$ cat config.mk
export PLATFORM = sky130hd
export DESIGN_NAME = mem_port_arbiter_flat
export DESIGN_NICKNAME = d
export VERILOG_FILES = /design/src/rtl/mem_port_arbiter_if.sv /design/src/rtl/mem_port_arbiter.sv /design/src/flat_wrapper.sv
export SDC_FILE = /design/constraint.sdc
export NUM_CORES = 1
export LEC_CHECK = 0
export ABC_CLOCK_PERIOD_IN_PS = 3180
export CAP_MARGIN = 20
export CORE_ASPECT_RATIO = 1.75
export CORE_MARGIN = 5
export CORE_UTILIZATION = 25
export DETAILED_ROUTE_END_ITERATION = 12
export GPL_TIMING_DRIVEN = 0
export PLACE_DENSITY_LB_ADDON = 0.08
export SYNTH_ARGS = -nofsm -noshare
export SYNTH_HDL_FRONTEND = slang
export SYNTH_SLANG_ARGS = --single-unit
$ cat constraint.sdc
create_clock -name clk -period 3.18 [get_ports clk]
set_clock_uncertainty 0.2 [all_clocks]
set_input_delay 0.477 -clock clk [delete_from_list [all_inputs] [get_ports clk]]
set_output_delay 0.477 -clock clk [all_outputs]
set_load 0.005 [all_outputs]
$ cat src/rtl/mem_port_arbiter_if.sv
// mem_port_arbiter_if: requester, memory and status signals of the shared memory port.
// master is the arbiter's view; slave is the requesters/memory view.
interface mem_port_arbiter_if #(
   parameter int WIDTH = 32
);
   logic             req0, req1, we1, mem_ready;
   logic [WIDTH-1:0] addr0, addr1, wdata1, mem_rdata;
   logic             done0, done1, sel, busy;
   logic             mem_valid, mem_we, err;
   logic [WIDTH-1:0] rdata, mem_addr, mem_wdata;

   modport master (
      input  req0, addr0, req1, addr1, wdata1, we1,
      input  mem_ready, mem_rdata,
      output done0, done1, rdata, sel, busy,
      output mem_valid, mem_addr, mem_wdata, mem_we, err
   );

   modport slave (
      output req0, addr0, req1, addr1, wdata1, we1,
      output mem_ready, mem_rdata,
      input  done0, done1, rdata, sel, busy,
      input  mem_valid, mem_addr, mem_wdata, mem_we, err
   );
endinterface

$ cat src/rtl/mem_port_arbiter.sv
// mem_port_arbiter: round-robin sharing of one memory port by fetch and load/store.
// Define ARB_TIMEOUT_EN to abort an access after TIMEOUT cycles without mem_ready.
module mem_port_arbiter #(
   parameter int WIDTH   = 32,
   parameter int TIMEOUT = 15,
   parameter int TO_W    = 4
) (
   input logic                clk,
   input logic                rst_n,
   mem_port_arbiter_if.master bus
);
   typedef enum logic [1:0] {IDLE, ACCESS, DONE} state_t;

   state_t           state;
   logic             last, sel, busy, err;
   logic             done0, done1;
   logic             mem_valid, mem_we;
   logic [WIDTH-1:0] mem_addr, mem_wdata, rdata;

   logic             any_req, win, we_mux;
   logic [WIDTH-1:0] addr_mux, wdata_mux;

   // Under contention the requester not served last wins.
   always_comb begin
      any_req   = bus.req0 | bus.req1;
      win       = (bus.req0 & bus.req1) ? ~last : bus.req1;
      addr_mux  = win ? bus.addr1 : bus.addr0;
      wdata_mux = win ? bus.wdata1 : '0;
      we_mux    = win & bus.we1;
   end

`ifdef ARB_TIMEOUT_EN
   logic [TO_W-1:0] cnt;
   logic            to_hit;
   assign to_hit = (cnt == TO_W'(TIMEOUT - 1));
`endif

   always_ff @(posedge clk) begin
      if (!rst_n) begin
         state     <= IDLE;
         sel       <= 1'b0;
         last      <= 1'b1;
         busy      <= 1'b0;
         err       <= 1'b0;
         done0     <= 1'b0;
         done1     <= 1'b0;
         mem_valid <= 1'b0;
         mem_we    <= 1'b0;
         mem_addr  <= '0;
         mem_wdata <= '0;
         rdata     <= '0;
`ifdef ARB_TIMEOUT_EN
         cnt       <= '0;
`endif
      end else begin
         done0 <= 1'b0;
         done1 <= 1'b0;
         err   <= 1'b0;
         unique case (state)
            IDLE: begin
               if (any_req) begin
                  sel       <= win;
                  mem_addr  <= addr_mux;
                  mem_wdata <= wdata_mux;
                  mem_we    <= we_mux;
                  mem_valid <= 1'b1;
                  busy      <= 1'b1;
                  state     <= ACCESS;
`ifdef ARB_TIMEOUT_EN
                  cnt       <= '0;
`endif
               end
            end
            ACCESS: begin
               // A late mem_ready still wins over the timeout.
               if (bus.mem_ready) begin
                  rdata     <= bus.mem_rdata;
                  mem_valid <= 1'b0;
                  done0     <= ~sel;
                  done1     <= sel;
                  last      <= sel;
                  state     <= DONE;
               end
`ifdef ARB_TIMEOUT_EN
               else if (to_hit) begin
                  rdata     <= '0;
                  mem_valid <= 1'b0;
                  done0     <= ~sel;
                  done1     <= sel;
                  err       <= 1'b1;
                  last      <= sel;
                  state     <= DONE;
               end else begin
                  cnt <= cnt + 1'b1;
               end
`endif
            end
            DONE: begin
               busy  <= 1'b0;
               state <= IDLE;
            end
            default: state <= IDLE;
         endcase
      end
   end

   assign bus.done0     = done0;
   assign bus.done1     = done1;
   assign bus.rdata     = rdata;
   assign bus.sel       = sel;
   assign bus.busy      = busy;
   assign bus.mem_valid = mem_valid;
   assign bus.mem_addr  = mem_addr;
   assign bus.mem_wdata = mem_wdata;
   assign bus.mem_we    = mem_we;
   assign bus.err       = err;
endmodule
$ cat src/flat_wrapper.sv
// flat-port wrapper written by rule: the top's interface ports become plain ports
module mem_port_arbiter_flat 
#(
   parameter int WIDTH   = 32,
   parameter int TIMEOUT = 15,
   parameter int TO_W    = 4
)
  (clk, rst_n, bus_req0, bus_addr0, bus_req1, bus_addr1, bus_wdata1, bus_we1, bus_mem_ready, bus_mem_rdata, bus_done0, bus_done1, bus_rdata, bus_sel, bus_busy, bus_mem_valid, bus_mem_addr, bus_mem_wdata, bus_mem_we, bus_err);
  mem_port_arbiter_if #(.WIDTH(WIDTH)) bus_i ();
  input logic clk;
  input logic rst_n;
  input wire logic [$bits(bus_i.req0)-1:0] bus_req0;
  input wire logic [$bits(bus_i.addr0)-1:0] bus_addr0;
  input wire logic [$bits(bus_i.req1)-1:0] bus_req1;
  input wire logic [$bits(bus_i.addr1)-1:0] bus_addr1;
  input wire logic [$bits(bus_i.wdata1)-1:0] bus_wdata1;
  input wire logic [$bits(bus_i.we1)-1:0] bus_we1;
  input wire logic [$bits(bus_i.mem_ready)-1:0] bus_mem_ready;
  input wire logic [$bits(bus_i.mem_rdata)-1:0] bus_mem_rdata;
  output wire logic [$bits(bus_i.done0)-1:0] bus_done0;
  output wire logic [$bits(bus_i.done1)-1:0] bus_done1;
  output wire logic [$bits(bus_i.rdata)-1:0] bus_rdata;
  output wire logic [$bits(bus_i.sel)-1:0] bus_sel;
  output wire logic [$bits(bus_i.busy)-1:0] bus_busy;
  output wire logic [$bits(bus_i.mem_valid)-1:0] bus_mem_valid;
  output wire logic [$bits(bus_i.mem_addr)-1:0] bus_mem_addr;
  output wire logic [$bits(bus_i.mem_wdata)-1:0] bus_mem_wdata;
  output wire logic [$bits(bus_i.mem_we)-1:0] bus_mem_we;
  output wire logic [$bits(bus_i.err)-1:0] bus_err;
  assign bus_i.req0 = bus_req0;
  assign bus_i.addr0 = bus_addr0;
  assign bus_i.req1 = bus_req1;
  assign bus_i.addr1 = bus_addr1;
  assign bus_i.wdata1 = bus_wdata1;
  assign bus_i.we1 = bus_we1;
  assign bus_i.mem_ready = bus_mem_ready;
  assign bus_i.mem_rdata = bus_mem_rdata;
  assign bus_done0 = bus_i.done0;
  assign bus_done1 = bus_i.done1;
  assign bus_rdata = bus_i.rdata;
  assign bus_sel = bus_i.sel;
  assign bus_busy = bus_i.busy;
  assign bus_mem_valid = bus_i.mem_valid;
  assign bus_mem_addr = bus_i.mem_addr;
  assign bus_mem_wdata = bus_i.mem_wdata;
  assign bus_mem_we = bus_i.mem_we;
  assign bus_err = bus_i.err;
  mem_port_arbiter #(.WIDTH(WIDTH), .TIMEOUT(TIMEOUT), .TO_W(TO_W)) u_core (.clk(clk), .rst_n(rst_n), .bus(bus_i));
endmodule
# After elaboration in Yosys (flattened, before gate mapping)
# Index checks and enable logic that the tools add are counted.
# W data, S select, Z words.
# totals
regBits	105
word_cells	39
# op_classes
n_eq_ne	4
n_reduce_logical	9
mux	10
bitwise	5
# ops
operator	n
$mux W32	2
$reduce_and A2 Y1	4
$reduce_and A3 Y1	2
$mux W2	2
$pmux W1 S2	2
$pmux W2 S2	1
$reduce_bool A2 Y1	2
$mux W1	3
$and A1 B1 Y1	2
$eq A2 B1 Y1 const B	1
$eq A2 B2 Y1 const B	1
$logic_not A2 Y1	1
$ne A2 B1 Y1 const B	1
$ne A2 B2 Y1 const B	1
$not A1 Y1	2
$or A1 B1 Y1	1

# Depth between registers and ports, before layout
# logic_depth
ltp_word	3
mapped_depth	6
ltp_nobuf	3

# Worst setup path before layout
# Ideal clock, no wire load.
# synth_timing
path_kind	input-to-reg
start	input port bus_req1
end	register u_core.mem_valid, in the netlist u_core.bus.mem_valid
t_arrival_ps	1398
cell_stages	6
setup_ps	117
t_required_ps	2863
path_buffers	3
path_slack_ps	1465
path_cell_list	or2_1 > buf_6 > and2_4 > buf_6 > buf_6 > a22o_1
# synth_between
elab_chain_len	3
# synth_rtl
item	line	source
start: declaration	flat_wrapper.sv:14	input wire logic [$bits(bus_i.req1)-1:0] bus_req1;
$or A1 B1 Y1	mem_port_arbiter.sv:25	any_req = bus.req0 | bus.req1;
$ne A2 B1 Y1 (no line)	-	
$reduce_and A3 Y1 (no line)	-	
end signal: assignment	mem_port_arbiter.sv:47	mem_valid <= 1'b0;
end signal: assignment	mem_port_arbiter.sv:66	mem_valid <= 1'b1;
end signal: assignment	mem_port_arbiter.sv:78	mem_valid <= 1'b0;
end: declaration	mem_port_arbiter.sv:17	logic mem_valid, mem_we;
# No other way between the ends.
# A chain may end at the register's enable or synchronous reset.

# Final worst setup path
# layout_timing
start	input port bus_req1
end	register u_core.mem_addr[17], in the netlist u_core.bus.mem_addr[17]
# layout_between
elab_chain_len	3
# layout_rtl
item	line	source
$and A1 B1 Y1	mem_port_arbiter.sv:26	win = (bus.req0 & bus.req1) ? ~last : bus.req1;
$mux W1	mem_port_arbiter.sv:26	
$mux W32	mem_port_arbiter.sv:27	addr_mux = win ? bus.addr1 : bus.addr0;
end signal: assignment	mem_port_arbiter.sv:63	mem_addr <= addr_mux;
end: declaration	mem_port_arbiter.sv:18	logic [WIDTH-1:0] mem_addr, mem_wdata, rdata;
# Parallel ways exist; a longest one is shown, timed or not.

==> results_dict.tcl <==
set metrics [dict create \
    vias_per_cell 4.63 \
    gp_congestion 0.731 \
    synth_top_area_cell "dfxtp_1" \
    netSwitchingPower_uw 855 \
    synth_edf_count 0 \
    ys_ff_latch 105 \
    tightest_slew_ns 0.804 \
    ys.warnings.count 0 \
    grt_pass1_vias 3964 \
    final-setup-viol-count 0 \
    p_per_area_nw_per_um2 486 \
    postCtsHoldBufs 0 \
    area_delta_synth_final_pct 73.5 \
    cts_tree "built" \
    antenna_left 0 \
    synth.avg_cell_area_um2 10.9 \
    die_h_um 176 \
    grt.overflow.total 0 \
    synthFlopType "dfxtp_1" \
    portBuffers 235 \
    cp_max_fo 10 \
    power_frac_comb_pct 21.1 \
    clkTransAtPathRegs_ns 0.08 \
    synth_area_leaders "dfxtp_1 (54%), a22o_1 (15%), a311oi_2 (11%)" \
    start_util_pct 25.5 \
    drt_iter0_drc 98 \
    drc 0 \
    cts_resized 0 \
    max_clock_freq_mhz 474 \
    status "finished clean" \
    die_x_um 105 \
    clockRootBuffer "clkbuf_16" \
    diodes 0 \
    sw_frac_of_total_pct 25.8 \
    grt_max_degree 19 \
    seq_power_share_pct 44.1 \
    max-slew-margin-rel_pct 46.4 \
    drv_slew 0 \
    drive_gt1_share_pct 11.8 \
    worstHoldPathType "flop to flop" \
    cts_setup_buffers 0 \
    finalNonFillerCells 797 \
    vias 3693 \
    syn_area_um2 3930 \
    end_kind "flop" \
    final_nets 741 \
    dp_cells 782 \
    pwr-share-clk_pct 34.8 \
    wl_per_cell_um 17.8 \
    cts_made_buffers 9 \
    regToRegSetupSlack_ns 1.37 \
    rsz0062_at_grt "no" \
    max-clock-path-buffers 2 \
    cp-start-kind "input port" \
    syn_inst 361 \
    grt_pass1_wl_um 21900 \
    antenna_found_initial 0 \
    die-area_um2 18400 \
    drv_cap 0 \
    intPower_uw 2460 \
    hold_violations 0 \
    cts_num_sinks 105 \
    arrival_ns 2.16 \
    dr.pass1.iters 4 \
    rows 60 \
    ir_worst_vdd_mv 0.321 \
    routed_wl_um 14200 \
    fin_crit_sh_pct 66.3 \
    final.setup.tns_ns 0 \
    synth_async_sr_flop_share_pct 0 \
    grt_use_total_pct 14.9 \
    p_leak_uw 0.00256 \
    clkLatencyLatePin_ns 0.34 \
    syn-num-nets 495 \
    cts-htree-levels 3 \
    ys_types 29 \
    cp.required_ns 3.24 \
    io-pin-count 237 \
    yosysSeqAreaShare_pct 53.6 \
    core_um2 15400 \
    worst-setup-path-type "input port to flop" \
    fin_crit_ns 2.11 \
    yosysTopAreaCellShare_pct 53.6 \
    dpl.hpwl_um 11100 \
    final_core_util_pct 44.3 \
]
[critical path: stages]
cell and delay, ns:
clkdlybuf4s50_1 0.48, a21boi_2 0.31, clkbuf_1 0.47, nand2_1 0.14, a311oi_2 0.28
[cell usage in the layout (no fill, tap or decap), drive strengths merged]
cell type,count
a21oi,36
nor3,2
a22o,66
dfxtp,105
and3,1
clkinvlp,2
a21boi,2
nand2,65
conb,1
nor2,2
inv,7
a21bo,1
clkdlybuf4s50,235
o21ai,1
o21a,1
clkbuf,23
bufinv,1
nand3,1
buf,22
or2,1
a311oi,32
and2,3
nand3b,1
[final timing paths]
check,start,to,cells past startpoint
worst min register to register,u_core.bus.mem_wdata[31],u_core.bus.mem_wdata[31],1
worst max register to register,u_core.last,u_core.bus.mem_addr[17],4
worst max-delay path,bus_req1,u_core.bus.mem_addr[17],5
worst min-delay path,u_core.bus.mem_wdata[31],u_core.bus.mem_wdata[31],1
[routing by layer]
metal,up-vias,part of all wire (%),global-route usage [%]
met5,-,0,0
met3,15,6.0,4.60
met1,1717,38,15.6
met2,136,54,27.9
li1,1825,-,-
met4,0,2.1,4.85
[synth_stat cells, types with 2 or more instances]
master,count
dfxtp_1,105
a22o_1,66
buf_6,8
buf_2,9
a311oi_1,3
inv_1,3
clkbuf_1,14
nor3_1,2
a21oi_1,35
nand2_1,65
and2_1,2
buf_4,4
a311oi_2,29
[final cells by class]
| type | count | area [µm²] |
|---|---|---|
| Clock buffer | 9 | 225 |
| Fill cell | 1520 | 8580 |
| Timing Repair Buffer | 235 | 2350 |
| Inverter | 4 | 15.0 |
| Clock inverter | 6 | 76.3 |
| Tap cell | 186 | 233 |
| Sequential cell | 105 | 2100 |
| Multi-Input combinational cell | 216 | 1590 |
| Buffer | 36 | 221 |
[cell families after synthesis]
| group | share of synthesized area (%) |
|---|---|
| compound gates | 32.2 |
| buf+inv | 6.02 |
| flops | 53.6 |
| other cells | 0.0955 |
| simple gates | 8.10 |
[power groups by stage]
stage	Clock [µW]	Combinational [µW]	Sequential, µW
after floorplan	0	275	1490
after CTS	1190	715	1460
after global placement	0	707	1490
after global routing	1240	757	1470
after detailed placement	0	712	1490
final	1150	699	1460
[stage by stage]
stage               hold WS, ns  total power (µW)  cell area [µm²]  worst slack (ns)
finish                    0.275              3310             6810              1.07
detailed placement        0.254              2200             6510             0.685
floorplan                 0.252              1770             3930              1.47
global placement          0.259              2200             6510             0.706
global route              0.294              3470             6810             0.930
CTS                       0.278              3370             6810              1.05
[sequential cells by signal, indices dropped and copies added (netlist names)]
signal	flops
u_core.bus.busy	1
u_core.bus.done0	1
u_core.bus.done1	1
u_core.bus.mem_addr	32
u_core.bus.mem_valid	1
u_core.bus.mem_wdata	32
u_core.bus.mem_we	1
u_core.bus.rdata	32
u_core.bus.sel	1
u_core.last	1
u_core.state	2
Note: power is estimated with default switching activity, not from simulation.
